<file path="config.mk">
export PLATFORM = sky130hd
export DESIGN_NAME = accel_spi_responder
export DESIGN_NICKNAME = d
export VERILOG_FILES = /design/src/rtl/accel_resp_pkg.sv /design/src/rtl/spi_resp_sync.sv /design/src/rtl/accel_spi_responder.sv
export SDC_FILE = /design/constraint.sdc
export NUM_CORES = 1
export LEC_CHECK = 0
export CAP_MARGIN = 0
export CORE_AREA = 4 4 142 144
export DETAILED_ROUTE_END_ITERATION = 12
export DIE_AREA = 0 0 146 148
export PLACE_DENSITY = 0.66
export REMOVE_ABC_BUFFERS = 1
export SLEW_MARGIN = 20
export SYNTH_ARGS = -nofsm -noshare
export SYNTH_HDL_FRONTEND = slang
export SYNTH_SLANG_ARGS = --single-unit
</file>
<file path="constraint.sdc">
create_clock -name clk -period 2.6 [get_ports clk]
set_input_delay 0.65 -clock clk [delete_from_list [all_inputs] [get_ports clk]]
set_output_delay 0.65 -clock clk [all_outputs]
set_load 0.03 [all_outputs]
</file>
<file path="src/rtl/accel_resp_pkg.sv">
// accel_resp_pkg: register map, reset values and FSM states for the ADXL345-style SPI responder
package accel_resp_pkg;
   localparam logic [5:0] ADDR_DEVID       = 6'h00;
   localparam logic [5:0] ADDR_BW_RATE     = 6'h2C;
   localparam logic [5:0] ADDR_POWER_CTL   = 6'h2D;
   localparam logic [5:0] ADDR_INT_ENABLE  = 6'h2E;
   localparam logic [5:0] ADDR_INT_SOURCE  = 6'h30;
   localparam logic [5:0] ADDR_DATA_FORMAT = 6'h31;
   localparam logic [5:0] ADDR_DATAX0      = 6'h32;
   localparam logic [5:0] ADDR_DATAX1      = 6'h33;
   localparam logic [5:0] ADDR_DATAY0      = 6'h34;
   localparam logic [5:0] ADDR_DATAY1      = 6'h35;
   localparam logic [5:0] ADDR_DATAZ0      = 6'h36;
   localparam logic [5:0] ADDR_DATAZ1      = 6'h37;
   localparam logic [5:0] ADDR_FIFO_CTL    = 6'h38;
   localparam logic [7:0] BW_RATE_RST_DEF     = 8'h0A;
   localparam logic [7:0] POWER_CTL_RST       = 8'h00;
   localparam logic [7:0] INT_ENABLE_RST      = 8'h00;
   localparam logic [7:0] DATA_FORMAT_RST     = 8'h00;
   localparam logic [7:0] FIFO_CTL_RST        = 8'h00;
   typedef enum logic [1:0] {ST_IDLE, ST_CMD, ST_RD, ST_WR} resp_state_t;
endpackage

</file>
<file path="src/rtl/spi_resp_sync.sv">
// spi_resp_sync: multi-stage synchronizer for sclk/cs_n/sdi with sclk and cs_n edge pulses
module spi_resp_sync #(
   parameter int SYNC_STAGES = 2
) (
   input  logic clk,
   input  logic reset_n,
   input  logic sclk,
   input  logic cs_n,
   input  logic sdi,
   output logic cs_n_s,
   output logic sdi_s,
   output logic sclk_rise,
   output logic sclk_fall,
   output logic cs_fall,
   output logic cs_rise
);
   logic [SYNC_STAGES-1:0] sclk_q, sclk_d, cs_q, cs_d, sdi_q, sdi_d;
   logic sclk_prev_q, sclk_prev_d, cs_prev_q, cs_prev_d;
   logic sclk_s;

   assign sclk_s    = sclk_q[SYNC_STAGES-1];
   assign cs_n_s    = cs_q[SYNC_STAGES-1];
   assign sdi_s     = sdi_q[SYNC_STAGES-1];
   assign sclk_rise = sclk_s & ~sclk_prev_q;
   assign sclk_fall = ~sclk_s & sclk_prev_q;
   assign cs_fall   = ~cs_n_s & cs_prev_q;
   assign cs_rise   = cs_n_s & ~cs_prev_q;

   // shift the raw pins into the clk domain and remember the last synced level for edge detection
   always_comb begin
      sclk_d      = {sclk_q[SYNC_STAGES-2:0], sclk};
      cs_d        = {cs_q[SYNC_STAGES-2:0], cs_n};
      sdi_d       = {sdi_q[SYNC_STAGES-2:0], sdi};
      sclk_prev_d = sclk_s;
      cs_prev_d   = cs_n_s;
   end

   // sclk and cs_n reset to their idle-high level so no edge fires out of reset
   always_ff @(posedge clk or negedge reset_n) begin
      if (!reset_n) begin
         sclk_q      <= '1;
         cs_q        <= '1;
         sdi_q       <= '0;
         sclk_prev_q <= 1'b1;
         cs_prev_q   <= 1'b1;
      end else begin
         sclk_q      <= sclk_d;
         cs_q        <= cs_d;
         sdi_q       <= sdi_d;
         sclk_prev_q <= sclk_prev_d;
         cs_prev_q   <= cs_prev_d;
      end
   end
endmodule

</file>
<file path="src/rtl/accel_spi_responder.sv">
// accel_spi_responder: ADXL345-style SPI mode-3 register responder; ACCEL_RESP_3WIRE_EN enables 3-wire reads
module accel_spi_responder
   import accel_resp_pkg::*;
#(
   parameter int         SYNC_STAGES = 2,
   parameter logic [7:0] DEVID_VAL   = 8'hE5,
   parameter logic [7:0] BW_RATE_RST = BW_RATE_RST_DEF
) (
   input  logic        clk,
   input  logic        reset_n,
   input  logic        spi_sclk,
   input  logic        spi_cs_n,
   input  logic        spi_sdi,
   output logic        spi_sdo,
   output logic        spi_sdo_oe,
   output logic        spi_sdi_oe,
   input  logic [15:0] sample_x,
   input  logic [15:0] sample_y,
   input  logic [15:0] sample_z,
   input  logic        sample_valid,
   output logic        measure_en,
   output logic        int1
);
   resp_state_t state_q, state_d;
   logic [2:0]  bit_cnt_q, bit_cnt_d;
   logic [7:0]  sh_in_q, sh_in_d, sh_out_q, sh_out_d;
   logic [5:0]  addr_q, addr_d;
   logic        mb_q, mb_d, sdo_q, sdo_d, sdo_oe_q, sdo_oe_d;
   logic [7:0]  bw_rate_q, bw_rate_d, power_ctl_q, power_ctl_d, int_enable_q, int_enable_d;
   logic [7:0]  data_format_q, data_format_d, fifo_ctl_q, fifo_ctl_d;
   logic [47:0] data_q, data_d, pend_data_q, pend_data_d;
   logic        pend_q, pend_d, dr_q, dr_d, int1_q, int1_d;
   logic        cs_n_s, sdi_s, sclk_rise, sclk_fall, cs_fall, cs_rise;
   logic [7:0]  byte_in, rd_data;
   logic [5:0]  rd_addr;
   logic        last, we, rd_load, copy, clear, strobe;

   spi_resp_sync #(.SYNC_STAGES(SYNC_STAGES)) u_sync (
      .clk(clk), .reset_n(reset_n), .sclk(spi_sclk), .cs_n(spi_cs_n), .sdi(spi_sdi),
      .cs_n_s(cs_n_s), .sdi_s(sdi_s), .sclk_rise(sclk_rise), .sclk_fall(sclk_fall),
      .cs_fall(cs_fall), .cs_rise(cs_rise)
   );

   assign byte_in = {sh_in_q[6:0], sdi_s};
   assign last    = sclk_rise && bit_cnt_q == 3'd7;
   assign rd_addr = (state_q == ST_CMD) ? byte_in[5:0] : (mb_q ? addr_q + 6'd1 : addr_q);
   assign rd_load = last && ((state_q == ST_CMD && byte_in[7]) || state_q == ST_RD);
   assign clear   = rd_load && rd_addr >= ADDR_DATAX0 && rd_addr <= ADDR_DATAZ1;
   assign copy    = pend_q && cs_n_s;
   assign strobe  = sample_valid && power_ctl_q[3];

   // register map read mux for the byte about to be loaded into the SDO shifter
   always_comb begin
      rd_data = 8'h00;
      case (rd_addr)
         ADDR_DEVID:       rd_data = DEVID_VAL;
         ADDR_BW_RATE:     rd_data = bw_rate_q;
         ADDR_POWER_CTL:   rd_data = power_ctl_q;
         ADDR_INT_ENABLE:  rd_data = int_enable_q;
         ADDR_INT_SOURCE:  rd_data = {dr_q, 7'd0};
         ADDR_DATA_FORMAT: rd_data = data_format_q;
         ADDR_DATAX0:      rd_data = data_q[7:0];
         ADDR_DATAX1:      rd_data = data_q[15:8];
         ADDR_DATAY0:      rd_data = data_q[23:16];
         ADDR_DATAY1:      rd_data = data_q[31:24];
         ADDR_DATAZ0:      rd_data = data_q[39:32];
         ADDR_DATAZ1:      rd_data = data_q[47:40];
         ADDR_FIFO_CTL:    rd_data = fifo_ctl_q;
         default:          rd_data = 8'h00;
      endcase
   end

   // transaction FSM: command byte, then read shifting on falls or write collection on rises
   always_comb begin
      state_d   = state_q;
      bit_cnt_d = bit_cnt_q;
      sh_in_d   = sh_in_q;
      sh_out_d  = sh_out_q;
      addr_d    = addr_q;
      mb_d      = mb_q;
      sdo_d     = sdo_q;
      sdo_oe_d  = sdo_oe_q;
      we        = 1'b0;
      if (cs_rise) begin
         state_d   = ST_IDLE;
         bit_cnt_d = 3'd0;
         sdo_d     = 1'b0;
         sdo_oe_d  = 1'b0;
      end else begin
         case (state_q)
            ST_IDLE: if (cs_fall) begin
               state_d   = ST_CMD;
               bit_cnt_d = 3'd0;
            end
            ST_CMD: if (sclk_rise) begin
               sh_in_d   = byte_in;
               bit_cnt_d = bit_cnt_q + 3'd1;
               if (last) begin
                  addr_d   = byte_in[5:0];
                  mb_d     = byte_in[6];
                  state_d  = byte_in[7] ? ST_RD : ST_WR;
                  sh_out_d = byte_in[7] ? rd_data : sh_out_q;
               end
            end
            ST_RD: begin
               if (sclk_fall) begin
                  sdo_d    = sh_out_q[7];
                  sh_out_d = {sh_out_q[6:0], 1'b0};
                  sdo_oe_d = 1'b1;
               end
               if (sclk_rise) begin
                  bit_cnt_d = bit_cnt_q + 3'd1;
                  if (last) begin
                     addr_d   = rd_addr;
                     sh_out_d = rd_data;
                  end
               end
            end
            ST_WR: if (sclk_rise) begin
               sh_in_d   = byte_in;
               bit_cnt_d = bit_cnt_q + 3'd1;
               if (last) begin
                  we     = 1'b1;
                  addr_d = mb_q ? addr_q + 6'd1 : addr_q;
               end
            end
         endcase
      end
   end

   // config writes, sample capture with deferred copy while selected, and DATA_READY/int1
   always_comb begin
      bw_rate_d     = (we && addr_q == ADDR_BW_RATE)     ? byte_in : bw_rate_q;
      power_ctl_d   = (we && addr_q == ADDR_POWER_CTL)   ? byte_in : power_ctl_q;
      int_enable_d  = (we && addr_q == ADDR_INT_ENABLE)  ? byte_in : int_enable_q;
      data_format_d = (we && addr_q == ADDR_DATA_FORMAT) ? byte_in : data_format_q;
      fifo_ctl_d    = (we && addr_q == ADDR_FIFO_CTL)    ? byte_in : fifo_ctl_q;
      pend_data_d   = strobe ? {sample_z, sample_y, sample_x} : pend_data_q;
      pend_d        = strobe ? 1'b1 : (copy ? 1'b0 : pend_q);
      data_d        = copy ? pend_data_q : data_q;
      dr_d          = copy ? 1'b1 : (clear ? 1'b0 : dr_q);
      int1_d        = dr_q & int_enable_q[7];
   end

   // state and register file flops
   always_ff @(posedge clk or negedge reset_n) begin
      if (!reset_n) begin
         state_q       <= ST_IDLE;
         bit_cnt_q     <= 3'd0;
         sh_in_q       <= 8'h00;
         sh_out_q      <= 8'h00;
         addr_q        <= 6'd0;
         mb_q          <= 1'b0;
         sdo_q         <= 1'b0;
         sdo_oe_q      <= 1'b0;
         bw_rate_q     <= BW_RATE_RST;
         power_ctl_q   <= POWER_CTL_RST;
         int_enable_q  <= INT_ENABLE_RST;
         data_format_q <= DATA_FORMAT_RST;
         fifo_ctl_q    <= FIFO_CTL_RST;
         data_q        <= 48'd0;
         pend_data_q   <= 48'd0;
         pend_q        <= 1'b0;
         dr_q          <= 1'b0;
         int1_q        <= 1'b0;
      end else begin
         state_q       <= state_d;
         bit_cnt_q     <= bit_cnt_d;
         sh_in_q       <= sh_in_d;
         sh_out_q      <= sh_out_d;
         addr_q        <= addr_d;
         mb_q          <= mb_d;
         sdo_q         <= sdo_d;
         sdo_oe_q      <= sdo_oe_d;
         bw_rate_q     <= bw_rate_d;
         power_ctl_q   <= power_ctl_d;
         int_enable_q  <= int_enable_d;
         data_format_q <= data_format_d;
         fifo_ctl_q    <= fifo_ctl_d;
         data_q        <= data_d;
         pend_data_q   <= pend_data_d;
         pend_q        <= pend_d;
         dr_q          <= dr_d;
         int1_q        <= int1_d;
      end
   end

   assign measure_en = power_ctl_q[3];
   assign int1       = int1_q;
   assign spi_sdo    = sdo_q & sdo_oe_q;
`ifdef ACCEL_RESP_3WIRE_EN
   assign spi_sdo_oe = sdo_oe_q & ~data_format_q[6];
   assign spi_sdi_oe = sdo_oe_q & data_format_q[6];
`else
   assign spi_sdo_oe = sdo_oe_q;
   assign spi_sdi_oe = 1'b0;
`endif
endmodule

</file>
[After elaboration in Yosys (flattened, before gate mapping)]
Cells that the tools add are included.
Operators by class
  add/sub/neg operators: 2
  order comparisons: 2
  equal/unequal tests: 32
  muxes and demuxes: 41
  bitwise operators: 11
  reductions and logical operators: 31
Operators by type and width (count)
  8-bit case mux with 13 select lines: 1
  6-bit equality test, second input constant: 17
  6-bit two-way mux: 8
  8-bit two-way mux: 6
  6-bit case mux with 3 select lines: 1
  8-bit case mux with 2 select lines: 1
  1-bit two-way mux: 15
  2-bit inequality test, second input constant: 7
  1-bit logical AND: 12
  2-bit nonzero test: 5
  3-bit two-way mux: 3
  3-bit inequality test, second input constant: 3
  2-bit two-way mux: 4
  4-bit AND reduction: 2
  8-bit AND reduction: 1
  6-bit by 1-bit adder with 6-bit output, second input constant: 1
  1-bit AND: 6
  6-bit >= comparator, second input constant: 1
  6-bit <= comparator, second input constant: 1
  6-bit logical NOT: 1
  3-bit case mux with 2 select lines: 1
  3-bit nonzero test: 2
  1-bit inverter: 5
  5-bit AND reduction: 1
  12 further kinds: 14
Word-level totals
  register bits: 176
  input port bits: 54
  output and inout bits: 5

[Logic depth before layout (Yosys ltp)]
  depth after elaboration: 9
  mapped depth: 12
  gate-level depth less buffers: 9

[Hierarchy]
A second synthesis with hierarchy kept.
Unflattened totals
  cells, all modules: 656
  area, all modules: 8147.8 µm²
Modules (own cells, without submodules)
  accel_spi_responder: times used 1, cells each 644, area an instance 7905.1 µm², sequential area each 4206.5 µm²
  spi_resp_sync: times used 1, cells each 12, area an instance 242.7 µm², sequential area each 207.7 µm²

[Worst setup path after synthesis]
Ideal clock, no wire load.
  path type: register -> register
  start point: register addr_q[0]
  end point: register sh_out_q[3]
  arrival time: 2.347 ns
  data required time: 2.467 ns
  setup slack: 0.120 ns
  stages on the path, launching flop included: 12
  buffers on the path: 2
  cell sequence: dfrtp_1 inv_1 ha_1 mux2_4 mux2_2 and2_0 clkbuf_2 buf_6 a22oi_2 a21oi_1 a2111oi_0 nor2_1
On the way
  cells in the longest elaborated chain, start to end: 9
  elaborated cells on any way between the ends: 23
RTL lines
  from (decl): line accel_spi_responder.sv:27  | logic [5:0] addr_q, addr_d;
  from (signal assigned): line accel_spi_responder.sv:171  | addr_q <= addr_d;
  6-bit by 1-bit adder with 6-bit output: line accel_spi_responder.sv:46  | assign rd_addr = (state_q == ST_CMD) ? byte_in[5:0] : (mb_q ? addr_q + 6'd1 : addr_q);
  6-bit two-way mux (*)
  6-bit two-way mux (*): line accel_spi_responder.sv:46
  6-bit equality test / 6-bit logical NOT (equally long branches): line accel_spi_responder.sv:55  | case (rd_addr)
  8-bit case mux with 13 select lines (*): line accel_spi_responder.sv:55
  8-bit two-way mux: line accel_spi_responder.sv:102  | sh_out_d = byte_in[7] ? rd_data : sh_out_q;
  8-bit two-way mux: line accel_spi_responder.sv:98  | if (last) begin
  8-bit two-way mux: line accel_spi_responder.sv:95  | ST_CMD: if (sclk_rise) begin
  8-bit case mux with 2 select lines (*): line accel_spi_responder.sv:90  | case (state_q)
  to (signal assigned): line accel_spi_responder.sv:170  | sh_out_q <= sh_out_d;
  to (decl): line accel_spi_responder.sv:26  | logic [7:0] sh_in_q, sh_in_d, sh_out_q, sh_out_d;
Every way passes the cells marked *; elsewhere a longest branch is shown, timed or not. The select of a mux whose other input is x is not followed.
A chain may end at the register's enable or synchronous reset.

[Worst setup path after layout]
  start point: register addr_q[1]
  end point: register sh_out_q[1]
Same word-level chain as after synthesis.

==> metrics.md <==
| Metric | Value |
|---|---|
| Critical path class | reg2reg |
| Hold WC Path Type | in2async |
| Layout cells sized above 1 | 40.0% |
| WL final | 19800 um |
| Avg Vias per Cell | 5.66 |
| # DRC | 0 |
| YS warnings | 0 |
| Worst Path Required | 2.89 ns |
| Status | complete, no violations |
| Pins Over Slew Limit | 0 |
| Worst path arrival time | 2.83 ns |
| Vias after detailed routing | 5589 |
| MaxCap Viol Count | 0 |
| Switching Fraction | 34.6% |
| H-tree Lvls | 4 |
| PwrDens | 842 nW/um^2 |
| VDD IR-drop max | 0.476 mV |
| Most frequent cells in the layout | 168 x dfrtp_1, 146 x mux2_2, 56 x clkdlybuf4s50_1, 47 x buf_4, 34 x nand2_1 |
| Wire length per cell | 20.0 um |
| Worst-Margin Slew | 0.662 ns |
| Area of the die | 21600 um^2 |
| CP endpoint kind | flip-flop |
| Synthesized flop and latch total | 176 |
| GR Util All Layers | 18.8% |
| Clock buffer count from CTS | 17 |
| Clock share of power | 29.5% |
| Num rows | 50 |
| Clk sinks | 176 |
| Worst r2r path cells | 10 |
| Final period utilization | 97.4% |
| Gpl congestion | 0.944 |
| Routed Antenna Nets | 0 |
| Synth Area in XOR/XNOR | 0.315% |
| Total grt overflow | 0 |
| Pin count of the biggest net entering global routing | 50 |
| Slew headroom | 55.9% |
| Post-synth top flop | dfrtp_1 |
| DIE HEIGHT | 148 um |
| Area of the multi-input gates | 3790 um^2 |
| Final Hold Fails | 0 |
| Min cycle time layout | 2.53 ns |
| Most common cell after layout, fill and taps aside | dfrtp_1 |
| P_int | 5.65 mW |
| Seq/Total Area, Yosys | 53.0% |
| Cell Chain, Critical Path | inv_1 -> ha_1 -> mux2_4 -> mux2_2 -> and2_1 -> buf_12 -> a22oi_1 -> nor2_1 -> a211oi_1 -> a21oi_1 |
| Library cells used by synthesis | 85 |
| Filler instances | 1566 |
| Worst-Skew Late Latency | 0.43 ns |
| Cells after Synth | 644 |
| I/O Pins | 59 |
| Gate power share | 34.3% |
| Initial antenna violation count | 0 |
| Asr flop ratio synth | 100% |
| Worst path max stage delay | 0.38 ns |
| Post-Syn Area | 8330 um^2 |
| TritonCTS clock tree | done |
| Vias in the first global route | 5825 |
| Startpoint types | flip-flop |
| Core outline area | 18700 um^2 |
| Clock Skew | 0.0109 ns |
| Slowest CP cell | dfrtp_1 |
| Largest family of logic cells by synthesized area | multiplexers |
| Multiplexer share of the synthesized area | 23.4% |
| Min Hold Slack | 0.169 ns |
| Initial Util | 44.6% |
| FMAX | 395 MHz |
| Compound-Gate Fraction of Synth Area | 11.3% |
| Clock Tree Root | clkbuf_16 |
| Final setup vio count | 0 |
| Clock transition at path regs | 0.07 ns |
| Area Growth Syn to Fin | 23.1% |
| Hpwl dp | 14300 um |
| Worst-path fanout max | 15 |
| Number of enable flip-flop cells after synthesis | 0 |
| Die W | 146 um |
| Starting DRT DRC Count | 426 |
| Clk buf depth | 2 |
| Final WS setup | 0.0664 ns |
| Setup WS pre-CTS | -0.00336 ns |
| Synth Area in Simple Gates | 7.12% |
| First-pass GRT wire length | 32000 um |
| Nets | 806 |
| Power share of the sequential group | 36.1% |
| Psw | 2.99 mW |
| Adder-Cell Fraction of Synth Area | 1.65% |
| # diodes | 0 |
| Avg Inst Size Synth | 12.9 um^2 |
| Drt pass-1 iters | 5 |
| Seq. cell area | 4410 um^2 |
| Buffers on Ports | 57 |
| LEAKAGE | 4.78 nW |
registers in the layout, indices dropped and copies added (netlist names):
signal / flops
addr_q: 6
bit_cnt_q: 3
bw_rate_q: 8
data_format_q: 8
data_q: 48
dr_q: 1
fifo_ctl_q: 8
int1: 1
int_enable_q: 8
mb_q: 1
pend_data_q: 48
pend_q: 1
power_ctl_q: 8
sdo_q: 1
sh_in_q: 7
sh_out_q: 8
spi_sdo_oe: 1
state_q: 2
u_sync.cs_prev_q: 1
u_sync.cs_q: 2
u_sync.sclk_prev_q: 1
u_sync.sclk_q: 2
u_sync.sdi_q: 2
critical path: cells and delay by family, from the launching register on:
family	cells	cell delay [ns]
multiplexers	2	0.61
AO/OA/AOI/OAI	3	0.63
flip-flops	1	0.38
buffers and inverters	2	0.25
AND/OR/NAND/NOR	2	0.26
adder cells (fa/ha/maj)	1	0.25
path summary, 6_finish.rpt:
check	startpoint	to	slack, ns
setup reg to reg	addr_q[1]	sh_out_q[1]	0.07
hold reg to reg	u_sync.sclk_q[0]	u_sync.sclk_q[1]	0.36
min in group clk	u_sync.sclk_q[0]	u_sync.sclk_q[1]	0.36
setup / recovery	addr_q[1]	sh_out_q[1]	0.07
max in group asynchronous	reset_n	data_format_q[6]	1.68
hold / removal	reset_n	pend_q	0.17
metal layers:
metal | track usage [%] | vias to the layer above | share of wire [%]
met1 | 25.9 | 2831 | 45
li1 | - | 2570 | -
met2 | 30.6 | 163 | 48
met4 | 6.16 | 0 | 1.9
met5 | 0 | - | 0
met3 | 2.91 | 25 | 5.0
synthesized netlist by cell type, types with 3 or more instances:
library cell,number,share of area (%)
buf_2,6,0.36
nor2_1,21,0.95
o31ai_1,5,0.45
nand3b_1,3,0.27
a211oi_1,3,0.27
o211ai_1,4,0.36
nand2b_1,5,0.38
buf_6,4,0.54
a22o_1,8,0.84
a221oi_1,4,0.42
buf_4,4,0.36
dfrtp_1,168,50
mux2i_1,12,1.4
clkbuf_1,16,0.72
mux2_2,153,21
nor3_1,6,0.36
nand2_1,38,1.7
buf_1,3,0.14
o21ai_0,20,1.2
a2111oi_0,3,0.32
a22oi_1,20,1.8
inv_1,11,0.50
dfstp_2,8,2.5
a21oi_1,17,1.0
nand3_1,8,0.48
o22ai_1,9,0.68
ha_1,11,1.7
layout make-up:
type                    count  share of cell area [%]
inverters                  12                   0.463
clock buffers              19                    4.22
clock inverters            12                    1.45
well taps                 234                    2.85
multi-input cells         418                    37.0
flip-flops and latches    176                    43.0
repair buffers            116                    11.0
cells by family (layout without fill, tap and decap cells):
logic type / after synthesis / count (layout)
fa+ha+maj: 11 / 11
xor+xnor: 3 / 3
other cells: 1 / 1
buf+inv: 50 / 159
simple gates: 110 / 110
mux: 170 / 170
flops: 176 / 176
compound gates: 123 / 123
per-stage QoR:
stage / cell area (um^2) / power, mW / TNS [ns] / utilization, % / instances
final: 10300 / 8.64 / 0 / 54.9 / 987
after floorplan: 8110 / 4.67 / -4.01 / - / 606
after CTS: 10100 / 8.55 / 0 / 53.9 / 982
after detailed placement: 9490 / 5.98 / -0.00336 / 50.7 / 951
after global placement: 9490 / 5.91 / 0 / 50.7 / 951
after global routing: 10300 / 9.06 / -0.0420 / 54.9 / 987
power groups by stage:
stage / sequential [mW] / clock (mW) / combinational [mW]
floorplan: 3.14 / 0 / 1.52
global placement: 3.16 / 0 / 2.74
detailed placement: 3.16 / 0 / 2.81
CTS: 3.12 / 2.61 / 2.82
global route: 3.14 / 2.73 / 3.19
finish: 3.12 / 2.55 / 2.97
timing repair:
| item | in CTS | in global routing |
|---|---|---|
| pin swaps | 1 | 7 |
| cloned | 0 | 0 |
| hold endpoints to repair | 0 | 0 |
| hold buffers | 0 | 0 |
| setup buffers | 0 | 5 |
| resized for setup | 2 | 39 |
| endpoints found under the setup margin | 5 | 17 |
Note: power is estimated with default switching activity, not from simulation.
==> patch 1, RTL diff (same flow settings) <==
`SYNC_STAGES` is set to 2 in 2 places; all go to 4.
--- a/src/rtl/spi_resp_sync.sv
+++ b/src/rtl/spi_resp_sync.sv
@@ -1,5 +1,5 @@
 // spi_resp_sync: multi-stage synchronizer for sclk/cs_n/sdi with sclk and cs_n edge pulses
 module spi_resp_sync #(
-   parameter int SYNC_STAGES = 2
+   parameter int SYNC_STAGES = 4
 ) (
    input  logic clk,
--- a/src/rtl/accel_spi_responder.sv
+++ b/src/rtl/accel_spi_responder.sv
@@ -3,5 +3,5 @@
    import accel_resp_pkg::*;
 #(
-   parameter int         SYNC_STAGES = 2,
+   parameter int         SYNC_STAGES = 4,
    parameter logic [7:0] DEVID_VAL   = 8'hE5,
    parameter logic [7:0] BW_RATE_RST = BW_RATE_RST_DEF
Check against the original RTL: no difference found for any inputs over 10 cycles, from zero or initial values and one cycle with reset_n low; that may be too few to reach the edited logic, so the function may still have changed.
==> patch 1 against the original RTL <==
Combinational power increased by 2%. Sequential cell count is 6 higher. Setup slack gained 23 ps. Global-route usage is 0.38 points lower. Sequential power up 4%. Synthesized area increased by 0.81%. Largest cell class unchanged. Via count up 0.93%. Total power is 1.2% higher. Routed wire length down 1.2%. Critical endpoint unchanged. Design area fell by 1.8%. Die area stayed put. Synthesized cell count up 1.6%. Core utilization fell by 1.0 points.
==> patch 1: results (changes against the original RTL) <==
metric	value	unit	change
run_status	finished clean		
placedCellCount	942		-0.95%
fin_util	0.538		-0.0101
hp-class	primary input to async pin		
num_vias	5641		+0.93%
synth_cell_types	73		-14%
synth_area_per_cell	12.8	um2	-0.73%
max_stage_delay	420	ps	+40 ps
skew	12.2	ps	+1.24 ps
drt_iter0_drc	467		+9.6%
grt_use_total	0.184		-0.00385
gp_congestion	0.932		-1.2%
rrSetupSlack	90	ps	+20 ps
synth_compound_area_frac	0.113		-0.000614
arrival	2810	ps	-20 ps
p_leak	4.76	nW	-0.42%
rr_worst_depth	9		-1
grt_pass1_vias	5935		+1.9%
grt_pass1_wl	31.7	mm	-0.93%
path_max_fanout	5		-10
final_nets	796		-1.2%
place_area	0.00943	mm2	-0.57%
layout-drive-gt1-share	0.346		-0.0538
grt_max_degree	63		+26%
netlist_top_cells_area	dfrtp_1, mux2_2, dfstp_2		
relSlewSlack	0.562		+0.00341
synthMuxAreaShare	0.217		-0.0168
synth_xor_area_frac	0.00611		+0.00295
ir_drop	0.664	mV	+39%
detail_route.wl_per_cell	20.0	um	-0.19%
dp_hpwl	14.0	mm	-2.2%
drt_wl_total	19.5	mm	-1.2%
yosys-top-cells-count	dfrtp_1, mux2_2, nand2_1, a22oi_1, nor2_1		
ys_seq_area_frac	0.544		+0.0142
synthAdderAreaFrac	0.0164		-0.000133
-- patch 1: metrics by stage --
stage / hold slack [ps] / setup slack, ps
2_1_floorplan: 331 / -782
3_3_place_gp: 334 / 36.8
3_5_place_dp: 343 / -36.2
4_1_cts: 237 / 54.1
5_1_grt: 258 / -14.0
6_report: 215 / 89.2
-- patch 1: kinds of logic after synthesis --
kind of cell / count (synthesis)
simple gates: 114
flops: 182
other cells: 1
mux: 161
compound gates: 129
buf+inv: 51
xor+xnor: 5
fa+ha+maj: 11
-- patch 1: worst min path at each step --
| stage | start | to | slack (ps) |
|---|---|---|---|
| final | reset_n | bit_cnt_q[0] | 220 |
| after global routing | reset_n | bit_cnt_q[1] | 260 |
| after CTS | reset_n | bit_cnt_q[0] | 240 |
| after detailed placement | u_sync.sdi_q[2] | u_sync.sdi_q[3] | 340 |
| after global placement | u_sync.sdi_q[2] | u_sync.sdi_q[3] | 330 |
| after floorplan | u_sync.sdi_q[0] | u_sync.sdi_q[1] | 330 |
-- patch 1: area by class of cell --
| cell class | count | area (um2) |
|---|---|---|
| Clock buffer | 17 | 425 |
| Timing Repair Buffer | 96 | 956 |
| Tap cell | 234 | 293 |
| Inverter | 12 | 45.0 |
| Sequential cell | 182 | 4570 |
| Fill cell | 1497 | 8630 |
| Clock inverter | 14 | 138 |
| Multi-Input combinational cell | 422 | 3650 |
-- patch 1: timing repair --
| action | in CTS | in global routing |
|---|---|---|
| endpoints found under the setup margin | 2 | 7 |
| endpoints found under the hold margin | 0 | 0 |
| buffers inserted | 0 | 3 |
| resized for setup | 2 | 8 |
| pin swaps | 0 | 3 |
| cloned | 0 | 1 |
-- patch 1: per-layer routing --
metal	vias to the layer above	global-route usage	part of all wire
li1	2557	-	-
met3	39	0.0356	0.052
met1	2866	0.234	0.42
met5	-	0	0
met4	0	0.0710	0.025
met2	179	0.313	0.51
-- patch 1: power breakdown --
group / internal [mW] / switching, mW / total, mW
Sequential: 2.99 / 0.259 / 3.25
Clock: 1.27 / 1.18 / 2.45
Combinational: 1.22 / 1.82 / 3.04
Total: 5.48 / 3.26 / 8.74
==> patch 2, RTL diff (same settings) <==
Made on the original files. Add an input register stage for `spi_cs_n`, `spi_sdi`, `sample_x`, `sample_y`, `sample_z` and `sample_valid`; this delays them by one clock.
--- a/src/rtl/accel_spi_responder.sv
+++ b/src/rtl/accel_spi_responder.sv
@@ -22,4 +22,21 @@
    output logic        int1
 );
+
+   logic spi_cs_n_q;
+   logic spi_sdi_q;
+   logic [15:0] sample_x_q;
+   logic [15:0] sample_y_q;
+   logic [15:0] sample_z_q;
+   logic sample_valid_q;
+
+   always_ff @(posedge clk) begin
+      spi_cs_n_q     <= spi_cs_n;
+      spi_sdi_q      <= spi_sdi;
+      sample_x_q     <= sample_x;
+      sample_y_q     <= sample_y;
+      sample_z_q     <= sample_z;
+      sample_valid_q <= sample_valid;
+   end
+
    resp_state_t state_q, state_d;
    logic [2:0]  bit_cnt_q, bit_cnt_d;
@@ -37,5 +54,5 @@
 
    spi_resp_sync #(.SYNC_STAGES(SYNC_STAGES)) u_sync (
-      .clk(clk), .reset_n(reset_n), .sclk(spi_sclk), .cs_n(spi_cs_n), .sdi(spi_sdi),
+      .clk(clk), .reset_n(reset_n), .sclk(spi_sclk), .cs_n(spi_cs_n_q), .sdi(spi_sdi_q),
       .cs_n_s(cs_n_s), .sdi_s(sdi_s), .sclk_rise(sclk_rise), .sclk_fall(sclk_fall),
       .cs_fall(cs_fall), .cs_rise(cs_rise)
@@ -48,5 +65,5 @@
    assign clear   = rd_load && rd_addr >= ADDR_DATAX0 && rd_addr <= ADDR_DATAZ1;
    assign copy    = pend_q && cs_n_s;
-   assign strobe  = sample_valid && power_ctl_q[3];
+   assign strobe  = sample_valid_q && power_ctl_q[3];
 
    // register map read mux for the byte about to be loaded into the SDO shifter
@@ -136,5 +153,5 @@
       data_format_d = (we && addr_q == ADDR_DATA_FORMAT) ? byte_in : data_format_q;
       fifo_ctl_d    = (we && addr_q == ADDR_FIFO_CTL)    ? byte_in : fifo_ctl_q;
-      pend_data_d   = strobe ? {sample_z, sample_y, sample_x} : pend_data_q;
+      pend_data_d   = strobe ? {sample_z_q, sample_y_q, sample_x_q} : pend_data_q;
       pend_d        = strobe ? 1'b1 : (copy ? 1'b0 : pend_q);
       data_d        = copy ? pend_data_q : data_q;
Function: same outputs for any inputs over 10 cycles, from zero or initial values and one cycle with reset_n low; that may be too few to reach the edited logic, so the function may still have changed.
==> patch 2 against the original RTL <==
Clock power increased by 42%. Total power grew 24%. Routed wire length is 6.9% higher. Design area up 12%. Synthesized area increased by 10%. Setup slack got worse by 39 ps. Fmax shrank 1.5%. Via count rose by 6.7%. Die area stayed put. Non-clock buffer count up 18. Cell count up 8.7%. Sequential share of layout area up 4.3 points. Clock skew grew 4.3 ps. Sequential cell count grew 51. Largest power group unchanged.
==> patch 2: results (changes against the original RTL) <==
metric	value	unit	change
rr_worst_depth	10		unchanged
met1_length	9.24	mm	+3.1%
run_status	finished clean		
drt_iter0_drc	291		-32%
dp_hpwl	15.0	mm	+4.7%
nMultiInputCombCells	424		+1.4%
arrival	2960	ps	+130 ps
grt_pass1_wl	34.4	mm	+7.6%
bufAreaShareNonClock	0.106		-0.00417
layout-drive-gt1-share	0.361		-0.0386
multi_input_area	0.00364	mm2	-4.0%
hp-class	primary input to async pin		
htreeDepth	1		-3
clk_pin_slew_worst_paths	70	ps	about the same
skew	15.3	ps	+4.34 ps
ys_seq_area_frac	0.592		+0.0622
syn_inst	701		+8.9%
drcViolationCount	0		unchanged
antenna_found_initial	0		unchanged
yosys_warnings	0		unchanged
dp_slack	-101	ps	-97.4 ps
flops_and_latches	227		+29%
regArea	0.00544	mm2	+23%
fin_ws	26.9	ps	-39.4 ps
clk_latency	510	ps	+80 ps
met2_wirelength	10.7	mm	+13%
p_leak	5.41	nW	+13%
post_cts_buffers	2		+2
detail_route.wl_per_cell	19.7	um	-1.6%
grt.met1_usage	0.251		-0.00831
ir_drop	0.584	mV	+23%
num_vias	5964		+6.7%
n_antenna_cell	0		unchanged
dr.pass1.iters	4		-1
grt_use_total	0.197		+0.00963
fillers	1492		-4.7%
num-nonclk-buffers	134		+16%
clockBufferDepth	3		+1
grt_util_met3	0.0310		+0.00184
cts_resized	4		+2
met3_length	735	um	-25%
ys_async_sr_fraction	0.775		-0.225
crit_path_top_delay_cell	dfrtp_1		
gp_congestion	0.899		-4.7%
grt_max_degree	63		+26%
vias_per_cell	5.56		-1.8%
placedCellCount	1028		+8.1%
nClkBuffers	29		+10
final_nets	887		+10%
yosys-top-cells-count	dfrtp_1, mux2_2, dfxtp_1, nand2_1		
relSlewSlack	0.559		about the same
cts_buffers	23		+6
path_max_fanout	6		-9
grtUsageMet2	0.350		+0.0440
grt_pass1_vias	6550		+12%
netlist_top_cells_area	dfrtp_1, mux2_2, dfxtp_1		
max_stage_delay	420	ps	+40 ps
reg_top3	data_q: 48 flops, pend_data_q: 48 flops		
synth_cell_types	68		-20%
clkCellAreaFrac	0.0737		+0.0170
patch 2: changes by cell type in the layout (fill, tap and decap cells not counted), sizes merged, moves of 7 or more:
| cell | change |
|---|---|
| a32oi | +8 |
| buf | +18 |
| nand2 | +7 |
| o22ai | -9 |
| a22oi | -10 |
| nand3 | +16 |
| dfxtp | +51 |
| clkbuf | +10 |
| mux2 | -7 |
patch 2: logic make-up (layout without fill, tap and decap cells):
family,after synthesis,in the layout,synth area share
buf+inv,50,188,0.0238
flops,227,227,0.592
fa+ha+maj,11,11,0.0150
other cells,1,1,0.000408
simple gates,139,139,0.0812
compound gates,99,99,0.0771
mux,168,168,0.205
xor+xnor,6,6,0.00572
patch 2: per-stage QoR:
step	cell area, um2	util	hold slack [ps]
after floorplan	9010	-	284
after global placement	10500	0.561	284
after detailed placement	10500	0.561	299
after CTS	11400	0.609	145
after global routing	11500	0.614	157
final	11500	0.614	116
patch 2: worst reg2reg max path, cell delays in order (launching register included):
cell	delay, ps
dfrtp_1	420
inv_2	100
ha_4	210
mux2_4	290
o21ai_4	160
buf_6	150
mux2i_2	220
o221ai_2	110
a222oi_1	400
a211oi_2	120
a221o_1	280
patch 2: where the power goes:
part           switching (mW)  internal (mW)
sequential              0.229           3.70
combinational            1.78           1.38
clock                    1.36           2.24
total                    3.37           7.33
patch 2: worst max path at each step:
stage | start | to | cells past startpoint
global route | mb_q | sh_out_q[1] | 9
floorplan | addr_q[0] | sh_out_q[1] | 9
CTS | state_q[0] | sh_out_q[7] | 9
finish | addr_q[1] | sh_out_q[1] | 10
detailed placement | state_q[0] | sh_out_q[2] | 8
global placement | state_q[1] | sh_out_q[2] | 9
